### config.mk
export PLATFORM = sky130hd
export DESIGN_NAME = soc_mem_arbiter
export DESIGN_NICKNAME = d
export VERILOG_FILES = /design/src/rtl/soc_mem_pkg.sv /design/src/rtl/soc_mem_arbiter_rr.sv /design/src/rtl/soc_mem_arbiter.sv
export SDC_FILE = /design/constraint.sdc
export NUM_CORES = 1
export LEC_CHECK = 0
export BUFFER_PORTS_ARGS = -buffer_cell sky130_fd_sc_hd__buf_2
export CAP_MARGIN = 20
export CELL_PAD_IN_SITES_DETAIL_PLACEMENT = 0
export CELL_PAD_IN_SITES_GLOBAL_PLACEMENT = 2
export CORE_ASPECT_RATIO = 1.4
export CORE_MARGIN = 3
export CORE_UTILIZATION = 13
export DETAILED_ROUTE_END_ITERATION = 16
export PLACE_DENSITY = 0.84
export SLEW_MARGIN = 15
export SYNTH_ARGS = -nofsm -noshare
export SYNTH_HDL_FRONTEND = slang
export SYNTH_SLANG_ARGS = --single-unit
### constraint.sdc
create_clock -name clk -period 3.5 [get_ports clk]
set_clock_uncertainty 0.05 [all_clocks]
set_input_delay 0.875 -clock clk [delete_from_list [all_inputs] [get_ports clk]]
set_output_delay 0.875 -clock clk [all_outputs]
set_load 0.02 [all_outputs]
### src/rtl/soc_mem_pkg.sv
// Shared types and address decode for the multi-master SRAM arbiter.
// Define SOC_MEM_ARB_INTERLEAVE_EN to word-interleave the banks instead of stacking them.
package soc_mem_pkg;

    localparam int unsigned BANK_IDX_MAX = 8;

    function automatic int unsigned idx_width(input int unsigned n);
        return (n > 1) ? $clog2(n) : 1;
    endfunction

    typedef struct packed {
        logic                    valid;
        logic [BANK_IDX_MAX-1:0] bank;
        logic                    err;
        logic                    we;
    } rsp_entry_t;

    typedef struct packed {
        logic        oor;
        logic [31:0] bank;
        logic [31:0] word;
    } dec_t;

    function automatic dec_t addr_decode(input logic [31:0] addr, input int unsigned bank_bits,
                                         input int unsigned bank_aw);
        dec_t        d;
        logic [31:0] waddr;
        logic [31:0] wmask;
        logic [31:0] bmask;
        waddr = addr >> 2;
        wmask = (32'd1 << bank_aw) - 32'd1;
        bmask = (32'd1 << bank_bits) - 32'd1;
`ifdef SOC_MEM_ARB_INTERLEAVE_EN
        d.bank = waddr & bmask;
        d.word = (waddr >> bank_bits) & wmask;
`else
        d.word = waddr & wmask;
        d.bank = (waddr >> bank_aw) & bmask;
`endif
        d.oor = (waddr >> (bank_aw + bank_bits)) != 32'd0;
        return d;
    endfunction

endpackage

### src/rtl/soc_mem_arbiter_rr.sv
// Round-robin arbiter: one-hot grant from a request vector, pointer advances past the winner.
module soc_rr_arbiter
    import soc_mem_pkg::*;
#(
    parameter int unsigned NUM_MASTERS = 2
) (
    input  logic                   clk,
    input  logic                   reset,
    input  logic [NUM_MASTERS-1:0] req,
    output logic [NUM_MASTERS-1:0] gnt
);

    localparam int unsigned PW = idx_width(NUM_MASTERS);

    logic [PW-1:0] ptr_q, ptr_d;
    logic          found;
    int unsigned   idx;

    always_comb begin
        gnt   = '0;
        found = 1'b0;
        ptr_d = ptr_q;
        idx   = 0;
        for (int unsigned i = 0; i < NUM_MASTERS; i++) begin
            idx = (32'(ptr_q) + i) % NUM_MASTERS;
            if (!found && req[idx]) begin
                found    = 1'b1;
                gnt[idx] = 1'b1;
                ptr_d    = (idx == NUM_MASTERS - 1) ? '0 : PW'(idx + 1);
            end
        end
    end

    always_ff @(posedge clk) begin
        if (reset) ptr_q <= '0;
        else       ptr_q <= ptr_d;
    end

endmodule

### src/rtl/soc_mem_arbiter.sv
// Multi-master, multi-bank SRAM arbiter with local grant/rvalid/rdata/err generation.
// Bank layout selected by SOC_MEM_ARB_INTERLEAVE_EN (see soc_mem_pkg).
module soc_mem_arbiter
    import soc_mem_pkg::*;
#(
    parameter int unsigned NUM_MASTERS  = 2,
    parameter int unsigned NUM_BANKS    = 2,
    parameter int unsigned BANK_AW      = 8,
    parameter int unsigned DATA_WIDTH   = 32,
    parameter int unsigned SRAM_LATENCY = 1
) (
    input  logic                                  clk,
    input  logic                                  reset,
    input  logic [NUM_MASTERS-1:0]                m_req,
    input  logic [NUM_MASTERS-1:0]                m_we,
    input  logic [NUM_MASTERS*DATA_WIDTH/8-1:0]   m_be,
    input  logic [NUM_MASTERS*32-1:0]             m_addr,
    input  logic [NUM_MASTERS*DATA_WIDTH-1:0]     m_wdata,
    output logic [NUM_MASTERS-1:0]                m_gnt,
    output logic [NUM_MASTERS-1:0]                m_rvalid,
    output logic [NUM_MASTERS*DATA_WIDTH-1:0]     m_rdata,
    output logic [NUM_MASTERS-1:0]                m_err,
    output logic [NUM_BANKS-1:0]                  bank_csb,
    output logic [NUM_BANKS-1:0]                  bank_web,
    output logic [NUM_BANKS*DATA_WIDTH/8-1:0]     bank_wmask,
    output logic [NUM_BANKS*BANK_AW-1:0]          bank_addr,
    output logic [NUM_BANKS*DATA_WIDTH-1:0]       bank_din,
    input  logic [NUM_BANKS*DATA_WIDTH-1:0]       bank_dout
);

    localparam int unsigned BANK_BITS = $clog2(NUM_BANKS);
    localparam int unsigned BE_W      = DATA_WIDTH / 8;

    dec_t                   dec      [NUM_MASTERS];
    logic [NUM_MASTERS-1:0] bank_req [NUM_BANKS];
    logic [NUM_MASTERS-1:0] bank_gnt [NUM_BANKS];
    rsp_entry_t             pipe_q   [NUM_MASTERS][SRAM_LATENCY];

    always_comb begin
        for (int unsigned m = 0; m < NUM_MASTERS; m++) begin
            dec[m] = addr_decode(m_addr[m*32 +: 32], BANK_BITS, BANK_AW);
        end
    end

    always_comb begin
        for (int unsigned b = 0; b < NUM_BANKS; b++) begin
            bank_req[b] = '0;
            for (int unsigned m = 0; m < NUM_MASTERS; m++) begin
                bank_req[b][m] = m_req[m] & ~reset & ~dec[m].oor & (dec[m].bank == 32'(b));
            end
        end
    end

    for (genvar b = 0; b < NUM_BANKS; b++) begin : g_bank
        soc_rr_arbiter #(
            .NUM_MASTERS(NUM_MASTERS)
        ) u_arb (
            .clk  (clk),
            .reset(reset),
            .req  (bank_req[b]),
            .gnt  (bank_gnt[b])
        );
    end

    // Out-of-range requests touch no bank and cannot conflict, so they bypass arbitration.
    always_comb begin
        for (int unsigned m = 0; m < NUM_MASTERS; m++) begin
            m_gnt[m] = m_req[m] & ~reset & dec[m].oor;
            for (int unsigned b = 0; b < NUM_BANKS; b++) begin
                m_gnt[m] = m_gnt[m] | bank_gnt[b][m];
            end
        end
    end

    always_comb begin
        bank_csb   = '1;
        bank_web   = '1;
        bank_wmask = '0;
        bank_addr  = '0;
        bank_din   = '0;
        for (int unsigned b = 0; b < NUM_BANKS; b++) begin
            for (int unsigned m = 0; m < NUM_MASTERS; m++) begin
                if (bank_gnt[b][m]) begin
                    bank_csb[b]                       = 1'b0;
                    bank_web[b]                       = ~m_we[m];
                    bank_wmask[b*BE_W +: BE_W]        = m_be[m*BE_W +: BE_W];
                    bank_addr[b*BANK_AW +: BANK_AW]   = dec[m].word[BANK_AW-1:0];
                    bank_din[b*DATA_WIDTH +: DATA_WIDTH] = m_wdata[m*DATA_WIDTH +: DATA_WIDTH];
                end
            end
        end
    end

    always_ff @(posedge clk) begin
        if (reset) begin
            for (int unsigned m = 0; m < NUM_MASTERS; m++) begin
                for (int unsigned k = 0; k < SRAM_LATENCY; k++) begin
                    pipe_q[m][k] <= '0;
                end
            end
        end else begin
            for (int unsigned m = 0; m < NUM_MASTERS; m++) begin
                pipe_q[m][0] <= '{valid: m_gnt[m], bank: BANK_IDX_MAX'(dec[m].bank),
                                  err: dec[m].oor, we: m_we[m]};
                for (int unsigned k = 1; k < SRAM_LATENCY; k++) begin
                    pipe_q[m][k] <= pipe_q[m][k-1];
                end
            end
        end
    end

    // Outputs are forced to their reset values while reset is held, hiding in-flight responses.
    always_comb begin
        for (int unsigned m = 0; m < NUM_MASTERS; m++) begin
            m_rvalid[m] = pipe_q[m][SRAM_LATENCY-1].valid & ~reset;
            m_err[m]    = pipe_q[m][SRAM_LATENCY-1].valid & pipe_q[m][SRAM_LATENCY-1].err & ~reset;
            m_rdata[m*DATA_WIDTH +: DATA_WIDTH] = '0;
            if (m_rvalid[m] && !pipe_q[m][SRAM_LATENCY-1].err && !pipe_q[m][SRAM_LATENCY-1].we) begin
                m_rdata[m*DATA_WIDTH +: DATA_WIDTH] =
                    bank_dout[int'(pipe_q[m][SRAM_LATENCY-1].bank)*DATA_WIDTH +: DATA_WIDTH];
            end
        end
    end

endmodule
==> results_dict.tcl, run 1 <==
set metrics [dict create \
    irDropWorstVdd_mv 0.108 \
    violations "setup timing" \
    synth_edf_count 0 \
    cp_slowest_cell "or4_4" \
    rsz0062_at_grt "yes" \
    syn-num-nets 534 \
    synth-seq-cells 10 \
    drt_iter0_markers 117 \
    critPathMostFrequentCell "buf_6" \
    path_cells "buf_6 -> or4_4 -> nor4b_4 -> o311a_4 -> clkbuf_16 -> a22o_1 -> buf_6" \
    numCtsBuffers 3 \
    leakage_nw 2.95 \
    max_freq_mhz 271 \
    area_growth_pct 124 \
    outcome "finished, violations left" \
    die-width_um 124 \
    worstPathRequired_ps 2570 \
    p_per_area_nw_per_um2 114 \
    drv_slew 0 \
    dpl-instance-area_sq_um 4720 \
    multi_input_area_sq_um 2250 \
    io_pins 368 \
    ys_seq_area_share_pct 7.85 \
    n_antenna_cell 0 \
    synth-warning-count 0 \
    critical_path.top_delay_family "simple AND/OR/NAND/NOR gates" \
    grt_pass1_wl_um 22700 \
    worstRegToRegCells 6 \
    cts_buffer_depth 2 \
    portBuffers 363 \
    clk_latency_ps 230 \
    first_pass_iters 4 \
    critPathKind "input pin to primary output" \
    path_clk_slew_ps 40 \
    post-route-util_pct 29.6 \
    endpoint_kind "primary output" \
    worst-path-stages 7 \
    cp-start-kind "input pin" \
    row_count 60 \
    cts_sinks 10 \
    core_sq_um 19200 \
    maxCapViolCount 0 \
    cp_num_buf_inv 3 \
    hold_viol 0 \
    synth_ff_type "dfxtp_1" \
    synth.most_common_cell "a22o_1" \
    htreeDepth 1 \
    cts_tree "done" \
    dieArea_sq_um 21300 \
    synth_common_cells "88 x a22o_1, 69 x nor2_1, 64 x mux2i_1" \
    relSlewSlack_pct 52.7 \
    antenna_found_initial 1 \
    hold_class "flip-flop to flip-flop" \
    start_util_pct 13.3 \
    grt-ovfl-total 0 \
    worst_pin_slew_ps 710 \
    fin_ws_ps -185 \
    syn_inst 328 \
    cts_root_buffer "clkbuf_16" \
    syn-cell-area_sq_um 2550 \
    ant_nets 0 \
    finalNetCount 905 \
    hold_depth 1 \
    yosysTopAreaCellShare_pct 30.2 \
    die-height_um 172 \
    dr_total_vias 4249 \
    power_uw 647 \
    nFillCells 2117 \
    viasPerCell 4.49 \
    worst-path-max-fanout 15 \
    finalCritPeriodShare_pct 105 \
    place_hpwl_um 12500 \
    yosysTopAreaCell "a22o_1" \
    cp.arrival_ps 2760 \
    remaining_drc_errors 0 \
    synth_top_cells_by_area "a22o_1 30%, mux2i_1 25%, nor2_1 10%" \
    design_area_sq_um 5700 \
    syn_area_per_cell_sq_um 7.77 \
    finalWirelength_um 16600 \
    grt_pass1_vias 4263 \
    gr-usage-all-layers_pct 12.8 \
    finalSetupViolCount 82 \
    min_period_ps 3690 \
    register_area_sq_um 203 \
    synth_cell_type_count 35 \
    drive_gt1_share_pct 61.0 \
    grt_max_degree 42 \
    gp_congestion 0.788 \
    post_drt_wl_per_cell_um 17.5 \
    postCtsHoldBufs 0 \
    slowest_delay_ps 610 \
    async_flop_share_pct 0 \
    rrSetupSlack_ps 1470 \
]
[state kept, by name, indices dropped and copies added (netlist names)]
signal              cells
pipe_q                  8
g_bank.u_arb.ptr_q      2
[area by class of cell]
cell class | instances | share of cell area [%]
Clock buffer | 4 | 1.56
Timing Repair Buffer | 402 | 49.9
Tap cell | 248 | 5.45
Sequential cell | 10 | 3.56
Multi-Input combinational cell | 282 | 39.6
[final timing paths]
kind | startpoint | to
max | m_addr[56] | bank_din[19]
min | g_bank[1].u_arb.ptr_q$_SDFFE_PP0P_ | g_bank[1].u_arb.ptr_q$_SDFFE_PP0P_
max reg2reg | g_bank[0].u_arb.ptr_q$_SDFFE_PP0P_ | pipe_q[0][7]$_SDFF_PP0_
min reg2reg | g_bank[1].u_arb.ptr_q$_SDFFE_PP0P_ | g_bank[1].u_arb.ptr_q$_SDFFE_PP0P_
[layout by cell type, fill, tap and decap left out, types with 4 or more instances in the layout]
cell,netlist,final
buf_12,0,7
nor4_4,0,4
a22o_1,88,87
nor2_1,69,69
mux2i_1,64,64
nor4_2,4,4
nor3_1,4,4
buf_2,3,274
buf_6,8,86
nor2b_1,9,9
dfxtp_1,10,8
nand2_1,4,4
buf_4,4,28
clkbuf_16,0,7
[through the flow]
stage	TNS (ps)	std cells	setup slack (ps)	hold WS, ps
final	-9040	946	-185	454
after CTS	-8730	937	-175	449
after detailed placement	-15680	928	-278	440
after floorplan	0	328	136	404
after global routing	-14510	946	-234	480
after global placement	-25300	928	-335	433
[kinds of logic after synthesis]
group / synth area share (%)
AOI/OAI and AO/OA: 34.8
buffers and inverters: 8.39
DFF: 7.85
muxes: 25.1
and+or+nand+nor: 23.9
[power breakdown]
part / internal, mW / switching, mW
combinational: 0.150 / 0.145
clock: 0.172 / 0.0534
sequential: 0.120 / 0.00778
[timing repair]
| item | CTS | global route |
|---|---|---|
| cloned | 1 | 6 |
| resized for setup | 145 | 47 |
| endpoints found under the setup margin | 92 | 92 |
| pin swaps | 4 | 28 |
| buffers inserted | 4 | 3 |
[metal layers]
layer  vias to the layer above  GRT usage (%)  part of all wire [%]  wire length [um]
li1                       2014              -                     -                 -
met1                      1966           14.0                    35              5860
met2                       249           24.8                    54              9020
met3                        20           3.60                   8.7              1450
met4                         0           1.96                   1.6               260
met5                         -              0                     0                 0
No activity file was read; power rests on OpenSTA's default activity.
==> run 2: changes to the inputs <==
--- a/config.mk
+++ b/config.mk
@@ -13,6 +13,7 @@
 export CORE_MARGIN = 3
 export CORE_UTILIZATION = 13
 export DETAILED_ROUTE_END_ITERATION = 16
+export GPL_TIMING_DRIVEN = 0
 export PLACE_DENSITY = 0.84
 export SLEW_MARGIN = 15
 export SYNTH_ARGS = -nofsm -noshare
==> results_dict.tcl, run 2 (synthesis gave the netlist of run 1 again) <==
set metrics [dict create \
    cts_buffer_depth 2 \
    grt-ovfl-total 0 \
    dp.cells 940 \
    drt_iter0_markers 110 \
    outcome "finished, violations left" \
    io_pins 368 \
    fin_ws_ps -198 \
    row_count 60 \
    final_common_cell "buf_2" \
    grt_pass1_wl_um 24500 \
    portBuffers 363 \
    maxCapViolCount 0 \
    reg_top3 "pipe_q (8), g_bank.u_arb.ptr_q (2)" \
    rsz0062_at_grt "yes" \
    cp-start-kind "input pin" \
    finalSetupViolCount 91 \
    top_register "pipe_q" \
    largest_reg_flops 8 \
    cts_root_buffer "clkbuf_16" \
    hold_viol 0 \
    finalCritPeriodShare_pct 106 \
    relSlewSlack_pct 44.8 \
    viasPerCell 4.52 \
    tns_ps -12250 \
    cp.arrival_ps 2770 \
    max_freq_mhz 270 \
    first_pass_iters 4 \
    ant_nets 0 \
    leakage_nw 2.97 \
    antenna_found_initial 1 \
    grt_pass1_vias 4317 \
    post_drt_wl_per_cell_um 17.9 \
    clk_latency_ps 240 \
    finalWirelength_um 17300 \
    finalNonFillerCells 965 \
    cts_tree "done" \
    dr_total_vias 4366 \
    postCtsHoldBufs 0 \
    core_sq_um 19200 \
    die-height_um 172 \
    irDropWorstVdd_mv 0.113 \
    start_util_pct 13.3 \
    min_period_ps 3700 \
    cts_sinks 10 \
    critPathKind "input pin to primary output" \
    htreeDepth 1 \
    worst-path-max-fanout 7 \
    numCtsBuffers 3 \
    dieArea_sq_um 21300 \
    hold_class "flip-flop to flip-flop" \
    worstPathRequired_ps 2570 \
    endpoint_kind "primary output" \
    drive_gt1_share_pct 60.6 \
    die-width_um 124 \
    finalNetCount 923 \
    area_growth_pct 126 \
    layout_common_cells "288 x buf_2, 88 x a22o_1, 86 x buf_6" \
    remaining_drc_errors 0 \
    path_clk_slew_ps 40 \
    place_hpwl_um 13800 \
    worst_pin_slew_ps 828 \
    drv_slew 0 \
    p_per_area_nw_per_um2 114 \
    gr-usage-all-layers_pct 14.1 \
    grt_max_degree 11 \
    violations "setup timing" \
    gp_congestion 0.789 \
]
[run 2: cell type report]
cell class                      count  area [sq um]
Fill cell                        2178         13500
Sequential cell                    10           200
Clock buffer                        4          88.8
Timing Repair Buffer              385          2620
Multi-Input combinational cell    282          2250
Tap cell                          248           310
Antenna cell                        1          2.50
Buffer                             35           284
[run 2: power by group]
group | total (mW) | switching [mW] | leakage, nW | internal (mW)
Sequential | 0.121 | 0.00179 | 0.0830 | 0.119
Combinational | 0.305 | 0.155 | 2.84 | 0.150
Clock | 0.228 | 0.0558 | 0.0442 | 0.172
[run 2: timing repair]
item | 4_1_cts | 5_1_grt
pin swaps | 18 | 33
hold endpoints to repair | 0 | 0
buffers inserted | 9 | 4
setup endpoints to repair | 137 | 114
gates cloned | 2 | 6
resized for setup | 108 | 105
[run 2: path summary, 6_finish.rpt]
path                                                         start                            endpoint  slack [ps]  depth (start not counted)
worst max register to register  g_bank[0].u_arb.ptr_q$_SDFFE_PP0P_             pipe_q[0][7]$_SDFF_PP0_        1770                          4
worst max-delay path                                    m_addr[58]                         bank_din[6]        -200                          8
worst min register to register  g_bank[1].u_arb.ptr_q$_SDFFE_PP0P_  g_bank[1].u_arb.ptr_q$_SDFFE_PP0P_         440                          1
worst min-delay path            g_bank[1].u_arb.ptr_q$_SDFFE_PP0P_  g_bank[1].u_arb.ptr_q$_SDFFE_PP0P_         440                          1
[run 2: metrics by stage]
stage	power (mW)	setup slack (ps)	cell area (sq um)	hold slack [ps]	util (%)
after floorplan	0.232	136	2550	404	-
after global placement	0.408	-989	4680	429	24.3
after detailed placement	0.411	-426	4680	431	24.4
after CTS	0.657	-183	5240	439	27.2
after global routing	0.694	-250	5750	482	29.9
final	0.654	-198	5750	443	29.9
[run 2: critical path, cell delays in order]
cell and delay [ps]:
buf_6 90, or4_4 590, nor4b_4 330, o311a_4 290, buf_12 160, clkbuf_16 150
a22o_1 150, buf_6 130
[run 2: per-layer routing]
metal  GRT usage [%]  wire [um]  up-vias
met2            27.2       9420      268
li1                -          -     2048
met3            3.57       1360       18
met4            2.91        335        0
met5               0          0        -
met1            15.5       6160     2032
